--- src/rtl/crypto_bus_arbiter.sv ---
// Round-robin arbiter and packet mux for the shared 8-bit crypto data bus (mem, sha, aes, ctrl).
// Optional stalled-owner watchdog is built when CRYPTO_ARB_WATCHDOG_EN is defined.
module crypto_bus_arbiter #(
   parameter int unsigned TIMEOUT_CYCLES = 255
) (
   input  logic        clk,
   input  logic        rst,
   input  logic [3:0]  req_i,
   input  logic [31:0] src_data_i,
   input  logic [3:0]  src_valid_i,
   input  logic [3:0]  src_last_i,
   output logic [3:0]  src_ready_o,
   output logic [7:0]  bus_data_o,
   output logic        bus_valid_o,
   output logic        bus_last_o,
   input  logic        bus_ready_i,
   output logic [3:0]  gnt_o,
   output logic [1:0]  gnt_id_o,
   output logic        busy_o,
   output logic        timeout_o
);

   if (TIMEOUT_CYCLES < 1 || TIMEOUT_CYCLES > 255) begin : g_bad_timeout
      $error("TIMEOUT_CYCLES must be in 1..255");
   end

   typedef enum logic [1:0] {StIdle, StXfer, StRelease} state_e;

   state_e     state_q;
   logic [3:0] gnt_q;
   logic [1:0] gnt_id_q;
   logic [1:0] ptr_q;
   logic       busy_q;

   logic [1:0] win_id;
   logic       win_any;
   logic [1:0] rr_idx;
   logic       hs;
   logic       withdraw;

   // Scan from the farthest offset down so the nearest requester after ptr wins.
   always_comb begin
      win_id  = ptr_q;
      win_any = 1'b0;
      rr_idx  = ptr_q;
      for (int i = 3; i >= 0; i--) begin
         rr_idx = ptr_q + 2'(i);
         if (req_i[rr_idx]) begin
            win_id  = rr_idx;
            win_any = 1'b1;
         end
      end
   end

   always_comb begin
      src_ready_o = 4'b0000;
      bus_data_o  = 8'h00;
      bus_valid_o = 1'b0;
      bus_last_o  = 1'b0;
      if (busy_q) begin
         bus_data_o            = src_data_i[{gnt_id_q, 3'b000} +: 8];
         bus_valid_o           = src_valid_i[gnt_id_q];
         bus_last_o            = src_last_i[gnt_id_q];
         src_ready_o[gnt_id_q] = bus_ready_i;
      end
   end

   assign hs       = bus_valid_o & bus_ready_i;
   assign withdraw = ~req_i[gnt_id_q] & ~src_valid_i[gnt_id_q];

`ifdef CRYPTO_ARB_WATCHDOG_EN
   logic [7:0] wdog_q;
   logic       timeout_q;

   always_ff @(posedge clk) begin
      if (rst) begin
         state_q   <= StIdle;
         gnt_q     <= 4'b0000;
         gnt_id_q  <= 2'd0;
         ptr_q     <= 2'd0;
         busy_q    <= 1'b0;
         wdog_q    <= 8'd0;
         timeout_q <= 1'b0;
      end else begin
         unique case (state_q)
            StIdle: begin
               wdog_q <= 8'd0;
               if (win_any) begin
                  state_q  <= StXfer;
                  gnt_q    <= 4'b0001 << win_id;
                  gnt_id_q <= win_id;
                  busy_q   <= 1'b1;
               end
            end
            StXfer: begin
               // A last-beat handshake or withdrawal wins over a coincident timeout.
               if ((hs && bus_last_o) || withdraw ||
                   (!hs && wdog_q == 8'(TIMEOUT_CYCLES - 1))) begin
                  state_q   <= StRelease;
                  gnt_q     <= 4'b0000;
                  gnt_id_q  <= 2'd0;
                  busy_q    <= 1'b0;
                  ptr_q     <= gnt_id_q + 2'd1;
                  wdog_q    <= 8'd0;
                  timeout_q <= !((hs && bus_last_o) || withdraw);
               end else if (hs) begin
                  wdog_q <= 8'd0;
               end else begin
                  wdog_q <= wdog_q + 8'd1;
               end
            end
            StRelease: begin
               state_q   <= StIdle;
               timeout_q <= 1'b0;
            end
            default: state_q <= StIdle;
         endcase
      end
   end

   assign timeout_o = timeout_q;
`else
   always_ff @(posedge clk) begin
      if (rst) begin
         state_q  <= StIdle;
         gnt_q    <= 4'b0000;
         gnt_id_q <= 2'd0;
         ptr_q    <= 2'd0;
         busy_q   <= 1'b0;
      end else begin
         unique case (state_q)
            StIdle: begin
               if (win_any) begin
                  state_q  <= StXfer;
                  gnt_q    <= 4'b0001 << win_id;
                  gnt_id_q <= win_id;
                  busy_q   <= 1'b1;
               end
            end
            StXfer: begin
               if ((hs && bus_last_o) || withdraw) begin
                  state_q  <= StRelease;
                  gnt_q    <= 4'b0000;
                  gnt_id_q <= 2'd0;
                  busy_q   <= 1'b0;
                  ptr_q    <= gnt_id_q + 2'd1;
               end
            end
            StRelease: state_q <= StIdle;
            default:   state_q <= StIdle;
         endcase
      end
   end

   assign timeout_o = 1'b0;
`endif

   assign gnt_o    = gnt_q;
   assign gnt_id_o = gnt_id_q;
   assign busy_o   = busy_q;

endmodule

--- config.mk ---
export PLATFORM = sky130hd
export DESIGN_NAME = crypto_bus_arbiter
export DESIGN_NICKNAME = d
export VERILOG_FILES = /design/src/rtl/crypto_bus_arbiter.sv
export SDC_FILE = /design/constraint.sdc
export NUM_CORES = 1
export LEC_CHECK = 0
export CAP_MARGIN = 0
export CORE_MARGIN = 8
export CORE_UTILIZATION = 35
export DETAILED_ROUTE_END_ITERATION = 8
export PLACE_DENSITY = 0.8
export SYNTH_ARGS = -nofsm -noshare
export SYNTH_HDL_FRONTEND = slang
export SYNTH_SLANG_ARGS = --single-unit
--- constraint.sdc ---
create_clock -name clk -period 2.5 [get_ports clk]
set_clock_uncertainty 0.1 [all_clocks]
set_input_delay 0.25 -clock clk [delete_from_list [all_inputs] [get_ports clk]]
set_output_delay 0.25 -clock clk [all_outputs]
set_load 0.01 [all_outputs]
==> results.yml <==
status:
  status: "finished clean"
power_and_ir_drop:
  p_int_w: 0.000491
  powerDensity_nw_per_um2: 418
  power_w: 0.000728
  power_frac_comb_pct: 52.5
  switching_share_pct: 32.6
  pwr-share-seq_pct: 30.6
  clkPwrFrac_pct: 16.9
  switching_power_w: 0.000237
  p_leak_nw: 0.660
  ir_worst_vdd_v: 0.000302
place:
  io_buffers: 67
  gp_congestion: 0.790
  hpwl_um: 3060
critical_path:
  cp_data_required_time_ns: 2.15
  setup.worst_path.class: "reg -> out"
  cpMaxStageDelayCell: "mux4_2"
  path_depth: 4
  endpoint_kind: "output pin"
  cp_num_buf_inv: 2
  cpLargestDelayFamily: "buffers and inverters"
  reg2reg_from: "gnt_id_o[0]"
  crit_path_max_fanout: 11
  worst_setup_path_start_kind: "flop"
  path_cells: "buf_12, mux4_2, and2_1, clkdlybuf4s50_1"
  cp.arrival_ns: 2.01
  startpoint: "gnt_id_o[0]"
  ff2ff_path_depth: 6
  critPathMaxStageDelay_ns: 0.54
run:
  cap_violations: 0
route:
  drtPass1Iterations: 4
  met1_length_um: 1410
  drt-initial-drc-count: 46
  dr_wl_met2_um: 1890
  routed_wl_um: 3640
  ant_nets: 0
  wl_met3_um: 321
  top_layer: "met4"
  drcViolationCount: 0
  vias_per_cell: 5.31
  wl_per_cell_um: 17.7
  vias: 1093
floorplan:
  die_h_um: 69.4
  pin_count: 69
  std_cell_rows: 19
  initial_core_util_pct: 36.5
  die_w_um: 69.4
  coreArea_um2: 2730
  die_area_um2: 4820
finish:
  area_growth_pct: 74.6
  layout_common_cells: "clkdlybuf4s50_1, dfxtp_1, mux4_2, and2_1, o21ai_0"
  layout_commonest_cell: "clkdlybuf4s50_1"
  finish.utilization_pct: 63.8
  layout.nets: 227
  insertedDiodeCount: 0
  fillers: 220
  drive_gt1_share_pct: 12.6
clock_tree:
  clk_pin_slew_ns: 0.07
  cts.sinks: 11
  post_cts_buffers: 0
  clockBufferDepth: 2
  htreeDepth: 1
  numCtsBuffers: 3
  clock_latency_ns: 0.27
  cts_root_buf: "clkbuf_4"
  cts_tree: "yes"
yosys:
  avgSynthCellArea_um2: 9.42
  synthSimpleGateAreaFrac_pct: 26.7
  synth_fa_ha_area_share_pct: 5.01
  yosysWarnings: 0
  synth_async_sr_flop_share_pct: 0
  synth-edff-count: 0
  synthCells: 106
  syn_area_um2: 998
  synth_ff_type: "dfxtp_1"
  synth_top_family_by_area: "simple AND/OR/NAND/NOR gates"
  synth_xor_area_share_pct: 0
  synth_cell_type_count: 33
  synth-compound-area-share_pct: 14.9
  synth_seq_cells: 11
  synth_mux_area_share_pct: 25.9
  yosysSeqAreaShare_pct: 22.1
  syn-num-nets: 157
timing:
  clock.fmax_mhz: 424
  period_share_pct: 94.3
  drv_slew: 0
  rsz0062_at_grt: "no"
  min_period_ns: 2.36
  finalSetupTns_ns: 0
  final_hold_viol_count: 0
  finalSetupViolCount: 0
global_route:
  grt_pass1_vias: 1120
  antenna_found_initial: 0
  grt_max_degree: 19
  grt_overflow: 0
  grt_pass1_wl_um: 6040
  grt_usage_pct: 14.9
hold_path:
  hold_class: "reg -> reg"
  holdCritStartpoint: "gnt_o[0]"
  hold_depth: 2
worst reg2reg max path: stages, from the launching register on:
cell,delay [ns]
dfxtp_2,0.39
buf_12,0.16
mux4_2,0.54
nand2b_4,0.17
a21oi_4,0.26
nor2_2,0.10
a211oi_2,0.22
Yosys cell counts (3+ instances only):
cell type  number  area share [%]
dfxtp_1        11              22
and2_1          9             5.6
mux4_2          9              20
o21ai_0         8             4.0
a21oi_1         7             3.5
and3_1          5             3.1
nand2_1         5             1.9
nand2b_1        5             3.1
ha_1            4             5.0
inv_1           4             1.5
nor2_1          4             1.5
nor3_1          4             2.0
clkbuf_1        3             1.1
mux2i_1         3             3.0
nor2b_1         3             1.9
kinds of logic after synthesis:
logic type	count (synthesis)
DFF	11
buffers and inverters	10
AOI/OAI and AO/OA	22
and+or+nand+nor	45
adders and majority gates	4
muxes	13
other	1
flip-flops by register name, indices dropped and copies added (netlist names):
signal,count
busy_o,1
gnt_o,4
ptr_q,2
gnt_id_o,2
state_q,2
routing by layer:
| metal | up-vias | track usage [%] |
|---|---|---|
| met2 | 42 | 27.7 |
| met1 | 520 | 15.2 |
| met4 | 0 | 2.73 |
| li1 | 526 | - |
| met3 | 5 | 6.15 |
| met5 | - | 0 |
final timing paths:
path / end / slack (ns)
hold reg to reg: gnt_o[0] / 0.38
setup reg to reg: ptr_q[0] / 0.49
hold / removal: gnt_o[0] / 0.38
setup / recovery: bus_valid_o / 0.14
timing repair:
item	4_1_cts	5_1_grt
gates resized for setup	0	1
endpoints found under the setup margin	0	6
hold buffers	0	0
final cells by class:
cell class | instances | area, um2 | area share (%)
Tap cell | 31 | 38.8 | 2.23
Clock buffer | 4 | 26.3 | 1.51
Timing Repair Buffer | 71 | 713 | 40.9
Sequential cell | 11 | 221 | 12.7
Inverter | 4 | 15.0 | 0.861
Multi-Input combinational cell | 85 | 728 | 41.8
power groups by stage:
| stage | Sequential, W | Combinational, W | Clock, W |
|---|---|---|---|
| CTS | 0.000222 | 0.000386 | 0.000124 |
| global placement | 0.000224 | 0.000374 | 0 |
| global route | 0.000227 | 0.000414 | 0.000143 |
| finish | 0.000223 | 0.000382 | 0.000123 |
| detailed placement | 0.000226 | 0.000385 | 0 |
| floorplan | 0.000223 | 0.000193 | 0 |
stage by stage:
step | instance area (um2) | setup slack, ns | instances | hold slack [ns]
after floorplan | 998 | 0.624 | 106 | 0.330
after CTS | 1740 | 0.0433 | 206 | 0.386
after global routing | 1740 | 0.0533 | 206 | 0.396
after global placement | 1720 | 0.362 | 202 | 0.364
final | 1740 | 0.142 | 206 | 0.382
after detailed placement | 1720 | 0.341 | 202 | 0.375
Note: power is estimated with default switching activity, not from simulation.
